==> config.mk <==
export PLATFORM = sky130hd
export DESIGN_NAME = dm_arbiter_flat
export DESIGN_NICKNAME = d
export VERILOG_FILES = /design/src/rtl/dm_pkg.sv /design/src/rtl/dm_arbiter_if.sv /design/src/rtl/dm_lane_unit.sv /design/src/rtl/dm_arbiter.sv /design/src/flat_wrapper.sv
export SDC_FILE = /design/constraint.sdc
export NUM_CORES = 1
export LEC_CHECK = 0
export BUFFER_PORTS_ARGS = -buffer_cell sky130_fd_sc_hd__buf_2
export CORE_MARGIN = 5
export CORE_UTILIZATION = 50
export DETAILED_ROUTE_END_ITERATION = 8
export GPL_ROUTABILITY_DRIVEN = 0
export PLACE_DENSITY_LB_ADDON = 0.12
export SYNTH_ARGS = -nofsm -noshare
export SYNTH_HDL_FRONTEND = slang
export SYNTH_SLANG_ARGS = --single-unit
==> constraint.sdc <==
create_clock -name clk -period 2.8 [get_ports clk]
set_input_delay 0.28 -clock clk [delete_from_list [all_inputs] [get_ports clk]]
set_output_delay 0.28 -clock clk [all_outputs]
set_load 0.05 [all_outputs]
==> src/rtl/dm_pkg.sv <==
// dm_pkg: shared constants and FSM encoding for the data-memory arbiter
package dm_pkg;
    localparam logic WORD = 1'b0;
    localparam logic BYTE = 1'b1;
    localparam int DM_DEPTH = 3072;
    typedef enum logic [1:0] {IDLE, ACCESS, MERGE, DONE} state_t;
endpackage

==> src/rtl/dm_arbiter_if.sv <==
// dm_arbiter_if: two requester ports, completion signals and the word-mode memory bus
interface dm_arbiter_if;
    logic req0, req1, we0, we1, mode0, mode1;
    logic [31:0] addr0, addr1, wd0, wd1;
    logic ack0, ack1, err, busy;
    logic [31:0] rdata;
    logic [31:0] mem_addr, mem_wd, mem_rd;
    logic mem_we, mem_mode;
    modport slave (
        input  req0, req1, we0, we1, mode0, mode1, addr0, addr1, wd0, wd1, mem_rd,
        output ack0, ack1, err, busy, rdata, mem_addr, mem_wd, mem_we, mem_mode
    );
    modport master (
        output req0, req1, we0, we1, mode0, mode1, addr0, addr1, wd0, wd1, mem_rd,
        input  ack0, ack1, err, busy, rdata, mem_addr, mem_wd, mem_we, mem_mode
    );
endinterface

==> src/rtl/dm_lane_unit.sv <==
// dm_lane_unit: byte-lane extraction with sign extension and byte-lane merge
module dm_lane_unit (
    input  logic [31:0] word,
    input  logic [1:0]  lane,
    input  logic [7:0]  bval,
    output logic [31:0] ext,
    output logic [31:0] merged
);
    logic [7:0] b;
    assign b = word[{lane, 3'b000} +: 8];
    assign ext = {{24{b[7]}}, b};
    for (genvar i = 0; i < 4; i++) begin : g_lane
        assign merged[i*8 +: 8] = (lane == 2'(i)) ? bval : word[i*8 +: 8];
    end
endmodule

==> src/rtl/dm_arbiter.sv <==
// dm_arbiter: shares the single-port data memory between the CPU (port 0) and the loader (port 1);
// byte stores are read-modify-write, byte loads are lane-extracted and sign-extended.
module dm_arbiter
    import dm_pkg::*;
#(
    parameter int DEPTH = DM_DEPTH,
    parameter int AW = 12
) (
    input logic clk,
    input logic reset,
    dm_arbiter_if.slave bus
);
    state_t state, next;
    logic op_id, op_we, op_mode, grant, prio, err_c, err_q;
    logic [31:0] op_addr, op_wd, old, rdata_q, ext, merged;

    assign err_c = (op_addr >= 32'(DEPTH * 4)) || (op_mode == WORD && op_addr[1:0] != 2'b00);
    assign grant = (bus.req0 && bus.req1) ? prio : bus.req1;
    assign bus.mem_addr = {op_addr[31:AW+2], op_addr[AW+1:2], 2'b00};
    assign bus.mem_mode = WORD;
    assign bus.busy = state != IDLE;
    assign bus.rdata = rdata_q;
    assign bus.err = err_q;

    // ACCESS extracts from the live read data, MERGE patches the captured old word
    dm_lane_unit u_lane (
        .word(state == MERGE ? old : bus.mem_rd),
        .lane(op_addr[1:0]),
        .bval(op_wd[7:0]),
        .ext(ext),
        .merged(merged)
    );

    always_ff @(posedge clk or negedge reset)
        if (!reset) state <= IDLE;
        else state <= next;

    always_comb begin
        next = state;
        bus.mem_we = 1'b0;
        bus.mem_wd = '0;
        bus.ack0 = 1'b0;
        bus.ack1 = 1'b0;
        case (state)
            IDLE: next = (bus.req0 || bus.req1) ? ACCESS : IDLE;
            ACCESS: begin
                next = (!err_c && op_we && op_mode == BYTE) ? MERGE : DONE;
                bus.mem_we = !err_c && op_we && op_mode == WORD;
                bus.mem_wd = (!err_c && op_we && op_mode == WORD) ? op_wd : '0;
            end
            MERGE: begin
                next = DONE;
                bus.mem_we = 1'b1;
                bus.mem_wd = merged;
            end
            default: begin
                next = IDLE;
                bus.ack0 = !op_id;
                bus.ack1 = op_id;
            end
        endcase
    end

    always_ff @(posedge clk or negedge reset) begin
        if (!reset) begin
            op_id <= 1'b0;
            op_we <= 1'b0;
            op_mode <= WORD;
            op_addr <= '0;
            op_wd <= '0;
            old <= '0;
            rdata_q <= '0;
            err_q <= 1'b0;
            prio <= 1'b0;
        end else begin
            if (state == IDLE && (bus.req0 || bus.req1)) begin
                op_id <= grant;
                op_we <= grant ? bus.we1 : bus.we0;
                op_mode <= grant ? bus.mode1 : bus.mode0;
                op_addr <= grant ? bus.addr1 : bus.addr0;
                op_wd <= grant ? bus.wd1 : bus.wd0;
            end
            if (state == ACCESS) begin
                err_q <= err_c;
                old <= bus.mem_rd;
                rdata_q <= (err_c || op_we) ? '0 : (op_mode == BYTE ? ext : bus.mem_rd);
            end
            if (state == DONE) prio <= !op_id;
        end
    end
endmodule

==> src/flat_wrapper.sv <==
// flat-port wrapper written by rule: the top's interface ports become plain ports
module dm_arbiter_flat import dm_pkg::*;
#(
    parameter int DEPTH = DM_DEPTH,
    parameter int AW = 12
)
  (clk, reset, bus_req0, bus_req1, bus_we0, bus_we1, bus_mode0, bus_mode1, bus_addr0, bus_addr1, bus_wd0, bus_wd1, bus_mem_rd, bus_ack0, bus_ack1, bus_err, bus_busy, bus_rdata, bus_mem_addr, bus_mem_wd, bus_mem_we, bus_mem_mode);
  dm_arbiter_if bus_i ();
  input logic clk;
  input logic reset;
  input wire logic [$bits(bus_i.req0)-1:0] bus_req0;
  input wire logic [$bits(bus_i.req1)-1:0] bus_req1;
  input wire logic [$bits(bus_i.we0)-1:0] bus_we0;
  input wire logic [$bits(bus_i.we1)-1:0] bus_we1;
  input wire logic [$bits(bus_i.mode0)-1:0] bus_mode0;
  input wire logic [$bits(bus_i.mode1)-1:0] bus_mode1;
  input wire logic [$bits(bus_i.addr0)-1:0] bus_addr0;
  input wire logic [$bits(bus_i.addr1)-1:0] bus_addr1;
  input wire logic [$bits(bus_i.wd0)-1:0] bus_wd0;
  input wire logic [$bits(bus_i.wd1)-1:0] bus_wd1;
  input wire logic [$bits(bus_i.mem_rd)-1:0] bus_mem_rd;
  output wire logic [$bits(bus_i.ack0)-1:0] bus_ack0;
  output wire logic [$bits(bus_i.ack1)-1:0] bus_ack1;
  output wire logic [$bits(bus_i.err)-1:0] bus_err;
  output wire logic [$bits(bus_i.busy)-1:0] bus_busy;
  output wire logic [$bits(bus_i.rdata)-1:0] bus_rdata;
  output wire logic [$bits(bus_i.mem_addr)-1:0] bus_mem_addr;
  output wire logic [$bits(bus_i.mem_wd)-1:0] bus_mem_wd;
  output wire logic [$bits(bus_i.mem_we)-1:0] bus_mem_we;
  output wire logic [$bits(bus_i.mem_mode)-1:0] bus_mem_mode;
  assign bus_i.req0 = bus_req0;
  assign bus_i.req1 = bus_req1;
  assign bus_i.we0 = bus_we0;
  assign bus_i.we1 = bus_we1;
  assign bus_i.mode0 = bus_mode0;
  assign bus_i.mode1 = bus_mode1;
  assign bus_i.addr0 = bus_addr0;
  assign bus_i.addr1 = bus_addr1;
  assign bus_i.wd0 = bus_wd0;
  assign bus_i.wd1 = bus_wd1;
  assign bus_i.mem_rd = bus_mem_rd;
  assign bus_ack0 = bus_i.ack0;
  assign bus_ack1 = bus_i.ack1;
  assign bus_err = bus_i.err;
  assign bus_busy = bus_i.busy;
  assign bus_rdata = bus_i.rdata;
  assign bus_mem_addr = bus_i.mem_addr;
  assign bus_mem_wd = bus_i.mem_wd;
  assign bus_mem_we = bus_i.mem_we;
  assign bus_mem_mode = bus_i.mem_mode;
  dm_arbiter #(.DEPTH(DEPTH), .AW(AW)) u_core (.clk(clk), .reset(reset), .bus(bus_i));
endmodule
# Word-level counts from Yosys, hierarchy flattened

Cells that the tools add are included.

Register bits: 135
Latch bits: 0
Memory bits (writable): 0
Memory bits (read-only): 0
Input port bits: 168
Memories: 0

Add/sub/neg operators: 0
Multiply operators: 0
Div/mod/pow operators: 0
Order comparisons: 1
Equality and inequality tests: 6
Shifts and indexed selects: 1
Mux-type cells: 20
Bitwise operators: 1
Reduce and logical (&&, ||, !) cells: 16

Operators with widths:

| kind                                                                                   | number |
|---|---|
| 32-bit 2-to-1 mux                                                                      | 6 |
| 32-bit one-hot mux with 2 select lines                                                 | 1 |
| 32-bit by 14-bit greater-or-equal comparator with 1-bit output (second input constant) | 1 |
| 8-bit 2-to-1 mux                                                                       | 4 |
| 32-bit by 6-bit indexed part select with 8-bit output                                  | 1 |
| 2-bit == test (second input constant)                                                  | 4 |
| 1-bit 2-to-1 mux                                                                       | 7 |
| 1-bit logical AND                                                                      | 6 |
| 2-bit one-hot mux with 3 select lines                                                  | 1 |
| 2-bit by 1-bit == test with 1-bit output (second input constant)                       | 2 |
| 2-bit zero test                                                                        | 2 |
| 2-bit nonzero test                                                                     | 2 |
| 1-bit logical OR                                                                       | 3 |
| 3-bit OR reduction                                                                     | 1 |
| 1-bit zero test                                                                        | 2 |
| 1-bit one-hot mux with 2 select lines                                                  | 1 |
| 1-bit inverter                                                                         | 1 |

# Depth between registers and ports, before layout

Gate-level depths: netlist (run 1).

Word-level depth: 8
Mapped depth: 8

# Hierarchy

Synthesis (run 1) repeated with hierarchy kept, for this count alone.

Cells, all modules: 718
Area, all modules: 8,089.0 sq um

By module, submodules not included:

| module       | instances | cells an instance | area each (sq um) |
|---|---|---|---|
| dm_arbiter   | 1         | 646               | 7,283.2 |
| dm_lane_unit | 1         | 72                | 805.8 |

# Worst setup path before layout (run 1)

No wires, ideal clock.

Path kind: register to output
Start point: register u_core.op_addr[20]
End point: output port bus_mem_wd[19]
Arrival: 2,950 ps
Data required time: 2,520 ps
Path slack: -430 ps
Stages on the path, launching flop included: 6
Path buffers: 1
Cell sequence: dfrtp_1 -> or4_1 -> a2111oi_4 -> clkbuf_1 -> nand3_1 -> a21boi_0

Longest elaborated chain between the ends: 7

Ends and longest elaborated chain:

| element                                                        | line               | source |
|---|---|---|
| start, declared                                                | dm_arbiter.sv:15   | `logic [31:0] op_addr, op_wd, old, rdata_q, ext, merged;` |
| start signal, assigned                                         | dm_arbiter.sv:80   | `op_addr <= grant ? bus.addr1 : bus.addr0;` |
| 32-bit by 14-bit greater-or-equal comparator with 1-bit output | dm_arbiter.sv:17   | `assign err_c = (op_addr >= 32'(DEPTH * 4)) \|\| (op_mode == WORD && op_addr[1:0] != 2'b00);` |
| 1-bit logical OR                                               | dm_arbiter.sv:17   |  |
| 1-bit zero test                                                | dm_arbiter.sv:49   | `bus.mem_wd = (!err_c && op_we && op_mode == WORD) ? op_wd : '0;` |
| 1-bit logical AND (2 in series)                                | dm_arbiter.sv:49   |  |
| 32-bit 2-to-1 mux                                              | dm_arbiter.sv:49   |  |
| 32-bit one-hot mux with 2 select lines                         | dm_arbiter.sv:44   | `case (state)` |
| end, declared                                                  | flat_wrapper.sv:28 | `output wire logic [$bits(bus_i.mem_wd)-1:0] bus_mem_wd;` |

No other way between the ends.

# Worst setup path in the final report (run 1)

Start point: register u_core.op_addr[18]
End point: output port bus_mem_wd[23]

Same word-level chain as after synthesis.

==> key figures, run 1 <==
Run status
  – Status: finished, final reports clean

STA
  – Final TNS setup: 0 ns
  – Final setup skew: ~0.0060 ns
  – RSZ-0062 raised after global routing: no
  – WHS: 0.135 ns
  – Final Max Tran Viols: 0
  – Endpoints failing setup: 0
  – Slew Limit Headroom: around 32%
  – Post-layout min period: ~2.7 ns
  – Crit share post-route: a little over nine tenths
  – Slew @ Worst Pin: roughly 1.0 ns
  – Max Freq: 370 MHz
  – Fin. Hold Viols: 0

Min path
  – Hold_sp: bus_mem_rd[5]
  – HP Class: in -> reg
  – Hold depth: 2
  – WHS Endpoint: u_core.old[5]$_DFFE_PN0P_

Die
  – DIE HEIGHT: 135 um
  – Core area: 15300 um^2
  – Num ports: 270
  – Die area: between 15000 and 20000 um^2
  – Die Wd: 135 um
  – Cell row count: 45
  – Starting density of the core: between 50 and 60%

Clock tree
  – Root Buffer: clkbuf_16
  – Clk slew on worst S/H paths: ~0.06 ns
  – Clock buffer depth: 2
  – Skew-Pair Late Insertion Delay: between 0.4 and 0.5 ns
  – CTS tree: built
  – Clock Sinks: about 140
  – CTS Buf Count: 17
  – Htree depth: 4

Power
  – Total power: ~12000 uW
  – VDD IR-drop max: roughly 640 uV
  – PD cells: 1190 nW/um^2
  – P_leak: approximately 0.005 uW

Critical path
  – CP arrival: approximately 2.4 ns
  – Flop2flop setup slack: between 0.5 and 0.6 ns
  – CP required: roughly 2.5 ns
  – Worst r2r path cells: 7
  – Worst setup EP type: output pin
  – CP Max Fanout: 18
  – Startpoint types: flop
  – Crit Path Class: reg -> out
  – Worst flop-to-flop path startpoint: u_core.op_addr[18]$_DFFE_PN0P_
  – Reg-to-reg endpoint: u_core.bus.rdata[30]$_DFFE_PN0P_

Global routing
  – Gr ovfl total: 0
  – Vias in the first global route: ~6500
  – First-pass GRT wire length: between 30 and 40 mm
  – Largest net degree at the start of global routing: between 80 and 90
  – Total Routing Usage GR: between 20% and 30%
  – Initial antenna violation count: 1

Place
  – DP HPWL: 16.8 mm
  – Post-Place Cell Area: 9370 um^2
  – PortBufs: about 270

Logic synthesis
  – Seq/Total Area, Yosys: a little over two fifths
  – Number of synthesized flops with an enable pin: 0
  – Post-synthesis cell type count: 34
  – Syn Area/Cell: between 9 and 10 um^2
  – Share of the synthesized area in the top cell type: roughly 43%
  – Yosys warnings: 0
  – Async S/R FF share, synth: 100%
  – Top post-synthesis cells by area: dfrtp_1 (43%), mux2i_1 (13%), mux2_2 (9.2%)
  – Post-Syn Area: between 7000 and 8000 um^2
  – Post-Synthesis Cells: ~820
  – Synth Flop Type: dfrtp_1
  – Register bit total from synthesis: approximately 140
  – Largest area contributor in the netlist: dfrtp_1

Cells and area
  – Diodes inserted: 0
  – Final Util: approximately 66%
  – Share of post-route cells with drive strength above 1: approximately two fifths
  – P&R area growth vs syn: 29.4%
  – Design area: a little over 10000 um^2
  – Final nets: roughly 1200

Routing
  – Vias per cell: ~5.4
  – Initial drt markers: between 500 and 600
  – DR pass1 iterations: 5
  – Post-route ant nets: 0
  – Drc violations: 0
  – Via count: 6762
  – Average wire per standard cell: ~19 um
  – Drt total wl: around 23 mm

Job
  – Max cap viols: 0
[layer usage]
metal  vias to the layer above  part of all wire, %  global-route usage (%)
li1                       3271                    -                       -
met1                      3226                   46                    36.5
met2                       235                   46                    37.7
met3                        28                  6.2                    4.94
met4                         2                  1.7                    7.17
met5                         -                0.056                       0
[flip-flops by register name, summed over array words and instances, names as in the netlist]
signal            flops
u_core.bus.err        1
u_core.prio           1
u_core.op_we          1
u_core.op_mode        1
u_core.op_wd         32
u_core.state          2
u_core.op_id          1
u_core.bus.rdata     32
u_core.old           32
u_core.op_addr       32
[worst max-delay path, stage by stage, from the launching register on]
cell and delay [ns]:
dfrtp_1 0.40, or4_4 0.54, a2111oi_4 0.20, buf_4 0.20
clkbuf_16 0.19, nand3_1 0.11, a21boi_2 0.15, buf_4 0.21
[placed cells by master, fill, tap and decap left out, types with 4 or more instances in the layout]
cell type / synthesis / routed
mux2_2: 64 / 64
a31oi_1: 9 / 9
inv_1: 4 / 4
a211oi_1: 24 / 24
mux2i_1: 98 / 98
clkbuf_16: 0 / 18
clkbuf_8: 0 / 5
nand2_1: 126 / 126
and3_1: 32 / 32
nor2b_1: 12 / 11
o21ai_0: 67 / 67
nand3_1: 32 / 32
a21boi_1: 0 / 5
buf_12: 0 / 12
a21boi_2: 0 / 27
a22oi_1: 16 / 16
bufinv_16: 0 / 4
nor2_1: 31 / 31
buf_4: 33 / 39
o2bb2ai_1: 7 / 7
buf_2: 5 / 232
dfrtp_1: 135 / 135
[worst max path at each step]
stage | to | startpoint | cells past startpoint | slack [ns]
floorplan | bus_mem_wd[19] | u_core.op_addr[20]$_DFFE_PN0P_ | 5 | -0.07
global placement | bus_mem_wd[31] | u_core.op_addr[20]$_DFFE_PN0P_ | 6 | 0.42
detailed placement | bus_mem_wd[8] | u_core.op_addr[18]$_DFFE_PN0P_ | 6 | 0.39
CTS | bus_mem_wd[14] | u_core.op_addr[18]$_DFFE_PN0P_ | 6 | 0.04
global route | bus_mem_wd[28] | u_core.op_addr[20]$_DFFE_PN0P_ | 7 | 0.02
finish | bus_mem_wd[23] | u_core.op_addr[18]$_DFFE_PN0P_ | 7 | 0.1
[synth_stat cells, types with 2 or more instances]
master and instances:
buf_1 16, o21ai_0 67, dfrtp_1 135, nand2_1 126
nor2_1 31, a31oi_1 9, buf_4 33, nand2b_1 3
mux2i_1 98, ha_1 4, and3_1 32, a21oi_1 2
inv_1 4, clkbuf_1 48, nor2b_1 12, mux2_2 64
nand3_1 32, o21ai_1 2, nand4b_1 2, buf_2 5
a211oi_1 24, nor4_1 3, a21boi_0 32, o2bb2ai_1 7
a22oi_1 16
[cell type report]
class | instances | area [um^2]
timing repair buffer | 287 | 1750
clock inverter | 10 | 166
fill | 1297 | 5170
inverter | 5 | 18.8
clock buffer | 22 | 494
multi-input combinational | 576 | 4070
sequential | 135 | 3380
tap | 211 | 264
[logic make-up after synthesis]
family          after synthesis  synth area share [%]
buf+inv                     107                  6.79
other cells                   1                0.0479
simple gates                244                  14.0
mux                         162                  21.7
flops                       135                  43.1
fa+ha+maj                     4                 0.639
compound gates              163                  13.7
[timing repair]
action / CTS / global route
resized for setup: 28 / 0
pin swaps: 0 / 1
buffers inserted: 0 / 1
endpoints found under the hold margin: 61 / 0
gates cloned: 0 / 1
endpoints found under the setup margin: 27 / 30
hold buffers: 1 / 0
[where the power goes]
| group | internal (uW) | total (uW) | switching (uW) |
|---|---|---|---|
| sequential | 2700 | 3370 | 673 |
| combinational | 2360 | 6260 | 3900 |
| clock | 1610 | 2470 | 858 |
[metrics by stage]
stage          worst slack, ns  instances
5_1_grt                 0.0222       1246
3_3_place_gp             0.424       1211
2_1_floorplan          -0.0654        818
4_1_cts                 0.0421       1244
6_report                0.0981       1246
3_5_place_dp             0.391       1211
No activity file was read; power rests on OpenSTA's default activity.
==> inputs of run 2 (changes only) <==
--- a/config.mk
+++ b/config.mk
@@ -8,6 +8,7 @@
 export BUFFER_PORTS_ARGS = -buffer_cell sky130_fd_sc_hd__buf_2
 export CORE_MARGIN = 5
 export CORE_UTILIZATION = 50
+export CTS_BUF_LIST = sky130_fd_sc_hd__clkbuf_8
 export DETAILED_ROUTE_END_ITERATION = 8
 export GPL_ROUTABILITY_DRIVEN = 0
 export PLACE_DENSITY_LB_ADDON = 0.12
==> key figures, run 2 (synthesized netlist as in run 1, its figures left out) <==
Clock tree
  – Clock buffer depth: 2
  – Clk slew on worst S/H paths: approximately 0.080 ns
  – CTS Buf Count: 17
  – Root Buffer: clkbuf_8
  – CTS tree: built
  – Htree depth: 4
  – Skew-Pair Late Insertion Delay: roughly 0.44 ns
  – Clock Sinks: between 100 and 150

Routing
  – Initial drt markers: a little under 600
  – Drc violations: 0
  – Post-route ant nets: 0
  – Vias per cell: 5.43
  – Drt total wl: 23.7 mm
  – Via count: a little under 7000
  – DR pass1 iterations: 4
  – Average wire per standard cell: 18.9 um

Die
  – Cell row count: 45
  – Die Wd: about 140 um
  – Num ports: 270
  – Die area: between 15000 and 20000 um^2
  – Core area: 15300 um^2
  – Starting density of the core: 51.2%
  – DIE HEIGHT: around 140 um

Cells and area
  – P&R area growth vs syn: 30.9%
  – Commonest cells after routing, fill and taps aside: buf_2 (232), dfrtp_1 (135), nand2_1 (126)
  – Design area: ~10000 um^2
  – Diodes inserted: 0
  – Commonest non-fill, non-tap cell in the layout: buf_2
  – Final nets: 1206
  – Share of post-route cells with drive strength above 1: a little over two fifths
  – Layout Cells excl Fill: about 1300

Global routing
  – Total Routing Usage GR: approximately 25%
  – Vias in the first global route: roughly 6600
  – Largest net degree at the start of global routing: 88
  – First-pass GRT wire length: ~36 mm
  – Initial antenna violation count: 0
  – Gr ovfl total: 0

Power
  – Sw frac: ~46%
  – Share of power burned in registers: about 29%
  – VDD IR-drop max: around 650 uV
  – Comb power frac: 55.6%
  – Total power: roughly 12000 uW
  – Clock share of power: approximately 16%
  – PD cells: 1150 nW/um^2
  – P_leak: approximately 0.0050 uW
  – P_sw: between 5000 and 6000 uW
  – P_int: 6350 uW

Critical path
  – Worst flop-to-flop path startpoint: u_core.op_addr[20]$_DFFE_PN0P_
  – Worst setup EP type: output pin
  – CP required: between 2 and 3 ns
  – Slowest cell on crit path: or4_4
  – Crit-path cells: or4_4, a2111oi_4, buf_4, clkbuf_16, buf_8, nand3_2, a21boi_2, buf_12
  – Worst Path Buf+Inv: 4
  – Critical path startpoint: u_core.op_addr[20]$_DFFE_PN0P_
  – Flop2flop setup slack: between 0.1 and 0.15 ns
  – Worst r2r path cells: 10
  – Startpoint types: flop
  – CP Max Fanout: 5
  – Family with the most delay on the worst path: simple AND/OR/NAND/NOR gates
  – CP max stage delay: about 0.56 ns
  – CP arrival: 2.56 ns
  – Reg-to-reg endpoint: u_core.bus.rdata[30]$_DFFE_PN0P_
  – Crit Path Class: reg -> out

STA
  – Fin. Hold Viols: 0
  – RSZ-0062 raised after global routing: yes
  – Crit share post-route: 102%
  – Slew @ Worst Pin: ~1 ns
  – Post-layout min period: between 2 and 3 ns
  – Final Max Tran Viols: 0
  – Fin worst setup slack: -0.0423 ns
  – Final setup skew: about 0.0091 ns
  – Max Freq: roughly 350 MHz
  – WHS: roughly 0.11 ns
  – Endpoints failing setup: 16
  – Slew Limit Headroom: approximately a third
  – Final TNS setup: -0.356 ns

Run status
  – Status: finished, violations left
  – Violated checks: negative setup slack

Min path
  – Hold_sp: bus_mem_rd[2]
  – Hold depth: 2
  – HP Class: in -> reg
  – WHS Endpoint: u_core.old[2]$_DFFE_PN0P_

Place
  – DP HPWL: ~17 mm
  – PortBufs: roughly 270
  – Cells after DPL: approximately 1200
  – Post-Place Cell Area: between 9000 and 10000 um^2

Job
  – Max cap viols: 0
==> run 2: cell count changes in the layout (fill, tap and decap cells not counted), sizes merged <==
cell,previous run,this run
clkbuf,23,24
buf,285,296
==> run 2: stage by stage <==
stage	util (%)	setup slack, ns
floorplan	-	-0.0654
global route	67.0	-0.123
CTS	66.3	-0.0748
finish	67.0	-0.0423
global placement	61.2	0.424
detailed placement	61.2	0.391
==> run 2: area by class of cell <==
cell class | count | area [um^2]
timing repair buffer | 299 | 1970
clock inverter | 10 | 166
fill | 1290 | 5060
multi-input combinational | 576 | 4160
inverter | 5 | 18.8
sequential | 135 | 3380
clock buffer | 22 | 303
tap | 211 | 264
==> run 2: power groups by stage <==
stage | registers, uW | logic, uW | clock network, uW
floorplan | 3100 | 4920 | 0
global placement | 3350 | 6050 | 0
detailed placement | 3380 | 6100 | 0
CTS | 3340 | 6450 | 1900
global route | 3450 | 6980 | 1980
finish | 3360 | 6540 | 1870
==> run 2: timing repair <==
action	in CTS	in global routing
hold endpoints to repair	61	0
pin swaps	21	18
gates resized for setup	62	11
setup buffers	9	2
hold buffers	1	0
gates cloned	1	2
endpoints found under the setup margin	33	33
==> run 2: worst max-delay path by stage <==
stage / to / cells past startpoint / slack [ns]
5_1_grt: bus_mem_wd[9] / 7 / -0.12
4_1_cts: bus_mem_wd[7] / 7 / -0.07
2_1_floorplan: bus_mem_wd[19] / 5 / -0.07
3_5_place_dp: bus_mem_wd[8] / 6 / 0.39
6_report: bus_mem_wd[1] / 8 / -0.04
3_3_place_gp: bus_mem_wd[31] / 6 / 0.42
==> run 2: metal layers <==
layer | track usage (%) | up-vias | share of wire, % | routed length, um
met3 | 4.72 | 28 | 6.2 | 1470
met2 | 38.7 | 246 | 47 | 11100
met1 | 36.8 | 3264 | 45 | 10800
met5 | 0 | - | 0 | 0
met4 | 6.94 | 0 | 1.7 | 410
li1 | - | 3287 | - | -
==> run 2: worst reg2reg max path, stage by stage (launching register included) <==
cell and delay (ns):
dfrtp_1 0.38, or4_4 0.56, a2111oi_4 0.31, buf_4 0.19
clkbuf_16 0.14, buf_12 0.13, buf_4 0.12, buf_4 0.10
nand4b_1 0.08, buf_4 0.26, a211oi_1 0.30
==> inputs of run 3 (changes only) <==
--- a/config.mk
+++ b/config.mk
@@ -14,4 +14,5 @@
 export PLACE_DENSITY_LB_ADDON = 0.12
 export SYNTH_ARGS = -nofsm -noshare
 export SYNTH_HDL_FRONTEND = slang
+export SYNTH_HIERARCHICAL = 1
 export SYNTH_SLANG_ARGS = --single-unit
==> key figures, run 3 <==
Run status
  – Status: finished, final reports clean

Logic synthesis
  – Syn Area/Cell: about 11 um^2
  – Most numerous cell in the Yosys netlist: dfrtp_1
  – Yosys warnings: 6
  – Most frequent cells after synthesis: dfrtp_1 (135), mux2i_1 (98), mux2_2 (97)
  – Synth Area in Simple Gates: ~5.1%
  – Seq/Total Area, Yosys: between 40% and 50%
  – Mux cell area share after synthesis: roughly 28%
  – Post-Synthesis Cells: approximately 720
  – Synth Flop Type: dfrtp_1
  – Register bit total from synthesis: roughly 140
  – Compound-gate portion of the synthesized area: between 10 and 15%
  – Largest family of logic cells by synthesized area: multiplexers
  – Post-Syn Area: 8090 um^2
  – Xor/xnor share of the synthesized area: 0%
  – Async S/R FF share, synth: 100%
  – Adder-cell area share of the yosys netlist: less than 1%
  – Post-synthesis cell type count: 32
  – Number of synthesized flops with an enable pin: 0
  – Top post-synthesis cells by area: dfrtp_1 (42%), mux2_2 (14%), mux2i_1 (12%)
  – Share of the synthesized area in the top cell type: a little over two fifths
  – Largest area contributor in the netlist: dfrtp_1

Die
  – Cell row count: 46
  – Core area: about 16000 um^2
  – Num ports: 270
  – Die area: between 15000 and 20000 um^2
  – DIE HEIGHT: 137 um
  – Die Wd: 137 um
  – Starting density of the core: between 50% and 60%

Routing
  – Via count: 6110
  – Average wire per standard cell: approximately 20 um
  – Vias per cell: roughly 5.3
  – Drt total wl: between 20 and 25 mm
  – DR pass1 iterations: 5
  – Initial drt markers: ~280
  – Drc violations: 0
  – Post-route ant nets: 0

STA
  – WHS: about 0.11 ns
  – Endpoints failing setup: 0
  – Fin. Hold Viols: 0
  – Slew Limit Headroom: between 30% and 40%
  – Slew @ Worst Pin: around 1 ns
  – Crit share post-route: between 90 and 100%
  – Max Freq: between 300 and 400 MHz
  – Post-layout min period: around 2.7 ns
  – Final Max Tran Viols: 0
  – Final setup skew: slightly below 0.01 ns

Critical path
  – Worst Path Buf+Inv: 3
  – Slowest cell on crit path: dfrtp_1
  – CP max stage delay: 0.41 ns
  – Worst setup EP type: output pin
  – CP required: roughly 2.5 ns
  – Top cell by count, worst path: mux2_2
  – Crit-path cells: inv_2, ha_4, buf_12, mux2_2, mux2_2, a22o_1, buf_2
  – CP arrival: 2.43 ns
  – Family with the most delay on the worst path: multiplexers
  – Crit Path Class: reg -> out
  – CP Max Fanout: 17
  – Startpoint types: flop

Clock tree
  – Htree depth: 4
  – CTS Buf Count: 17
  – Root Buffer: clkbuf_8
  – Skew-Pair Late Insertion Delay: approximately 0.44 ns
  – Clk slew on worst S/H paths: approximately 0.070 ns
  – Clock buffer depth: 2
  – Clock Sinks: between 100 and 150
  – CTS tree: built

Power
  – Share of power burned in registers: 29.9%
  – PD cells: 1130 nW/um^2
  – Sw frac: about 47%
  – Clock share of power: between 10% and 20%
  – P_sw: 5230 uW
  – Comb power frac: about 57%
  – P_leak: around 0.0048 uW
  – VDD IR-drop max: between 500 and 600 uV
  – P_int: roughly 5800 uW

Cells and area
  – Commonest non-fill, non-tap cell in the layout: buf_2
  – P&R area growth vs syn: 20.6%
  – Commonest cells after routing, fill and taps aside: buf_2 (250), dfrtp_1 (134), mux2i_1 (98)
  – # fillers: between 1000 and 1500
  – Final Util: between 60% and 70%
  – Final nets: 1084
  – Share of post-route cells with drive strength above 1: 50.1%

Global routing
  – Vias in the first global route: around 6500
  – Initial antenna violation count: 5
  – Gr ovfl total: 0
  – First-pass GRT wire length: 34.9 mm
  – Largest net degree at the start of global routing: around 100
  – Total Routing Usage GR: 24.3%

Place
  – DP HPWL: around 17 mm
  – PortBufs: 266

Job
  – Max cap viols: 0

Min path
  – HP Class: in -> reg
run 3: cell types whose count changed in the layout (fill, tap and decap cells not counted), moves of 26 or more:
cell | previous run | this run
nand2_1 | 126 | 68
inv_1 | 4 | 38
mux2_2 | 64 | 97
a22o_1 | 0 | 32
and3_1 | 32 | 0
o32ai_2 | 0 | 30
nor2_1 | 31 | 4
a21boi_2 | 26 | 0
run 3: timing repair:
action                                  CTS  global route
hold buffers                              1             0
endpoints found under the setup margin   33            33
pin swaps                                 0             1
gates cloned                              1             0
gates resized for setup                  12            11
endpoints found under the hold margin    92             0
setup buffers                             1             0
run 3: power by group through the flow:
stage | Combinational, uW | Clock, uW | Sequential, uW
after floorplan | 5450 | 0 | 3070
after CTS | 6280 | 1520 | 3270
final | 6270 | 1480 | 3310
after detailed placement | 6140 | 0 | 3280
after global placement | 5990 | 0 | 3250
after global routing | 6670 | 1610 | 3400
run 3: stage by stage:
step | setup TNS [ns] | instances | cell area [um^2] | worst slack, ns | power [uW]
2_1_floorplan | 0 | 720 | 8100 | 0.0297 | 8520
3_3_place_gp | 0 | 1105 | 9250 | 0.304 | 9240
3_5_place_dp | 0 | 1105 | 9250 | 0.162 | 9430
4_1_cts | 0 | 1140 | 9710 | 0.0116 | 11100
5_1_grt | -0.00532 | 1143 | 9760 | -0.00532 | 11700
6_report | 0 | 1143 | 9760 | 0.0888 | 11100
run 3: final timing paths:
| check | depth (start not counted) | endpoint | slack [ns] | startpoint |
|---|---|---|---|---|
| worst min register to register | 2 | u_core/op_wd[11]$_DFFE_PN0P_ | 0.49 | u_core/op_wd[11]$_DFFE_PN0P_ |
| max in group asynchronous | 3 | u_core/op_wd[28]$_DFFE_PN0P_ | 1.56 | reset |
| worst max register to register | 7 | u_core/bus.rdata[28]$_DFFE_PN0P_ | 0.25 | u_core/state[0]$_DFF_PN0_ |
| worst max-delay path | 7 | bus_mem_wd[18] | 0.09 | u_core/state[0]$_DFF_PN0_ |
| worst min-delay path | 2 | u_core/old[4]$_DFFE_PN0P_ | 0.11 | bus_mem_rd[4] |
| min in group asynchronous | 2 | u_core/bus.rdata[19]$_DFFE_PN0P_ | 0.52 | reset |
run 3: area by class of cell:
cell class | instances | area (um^2) | area share (%)
antenna | 3 | 7.51 | 0.0769
inverter | 36 | 135 | 1.38
timing repair buffer | 283 | 1610 | 16.5
tap | 216 | 270 | 2.77
clock buffer | 20 | 275 | 2.82
multi-input combinational | 438 | 3990 | 40.9
clock inverter | 12 | 86.3 | 0.885
sequential | 135 | 3380 | 34.6
run 3: kinds of logic (layout without fill, tap and decap cells):
group | Yosys count | in the layout
mux | 203 | 203
buf+inv | 147 | 351
compound gates | 137 | 137
flops | 135 | 135
simple gates | 90 | 90
fa+ha+maj | 5 | 5
other cells | 1 | 6
run 3: metal layers:
metal	vias to the layer above	wire [um]	track usage, %
li1	2899	-	-
met1	2957	9160	30.5
met2	218	11600	41.3
met3	32	1360	5.48
met4	4	438	8.87
met5	-	27	0
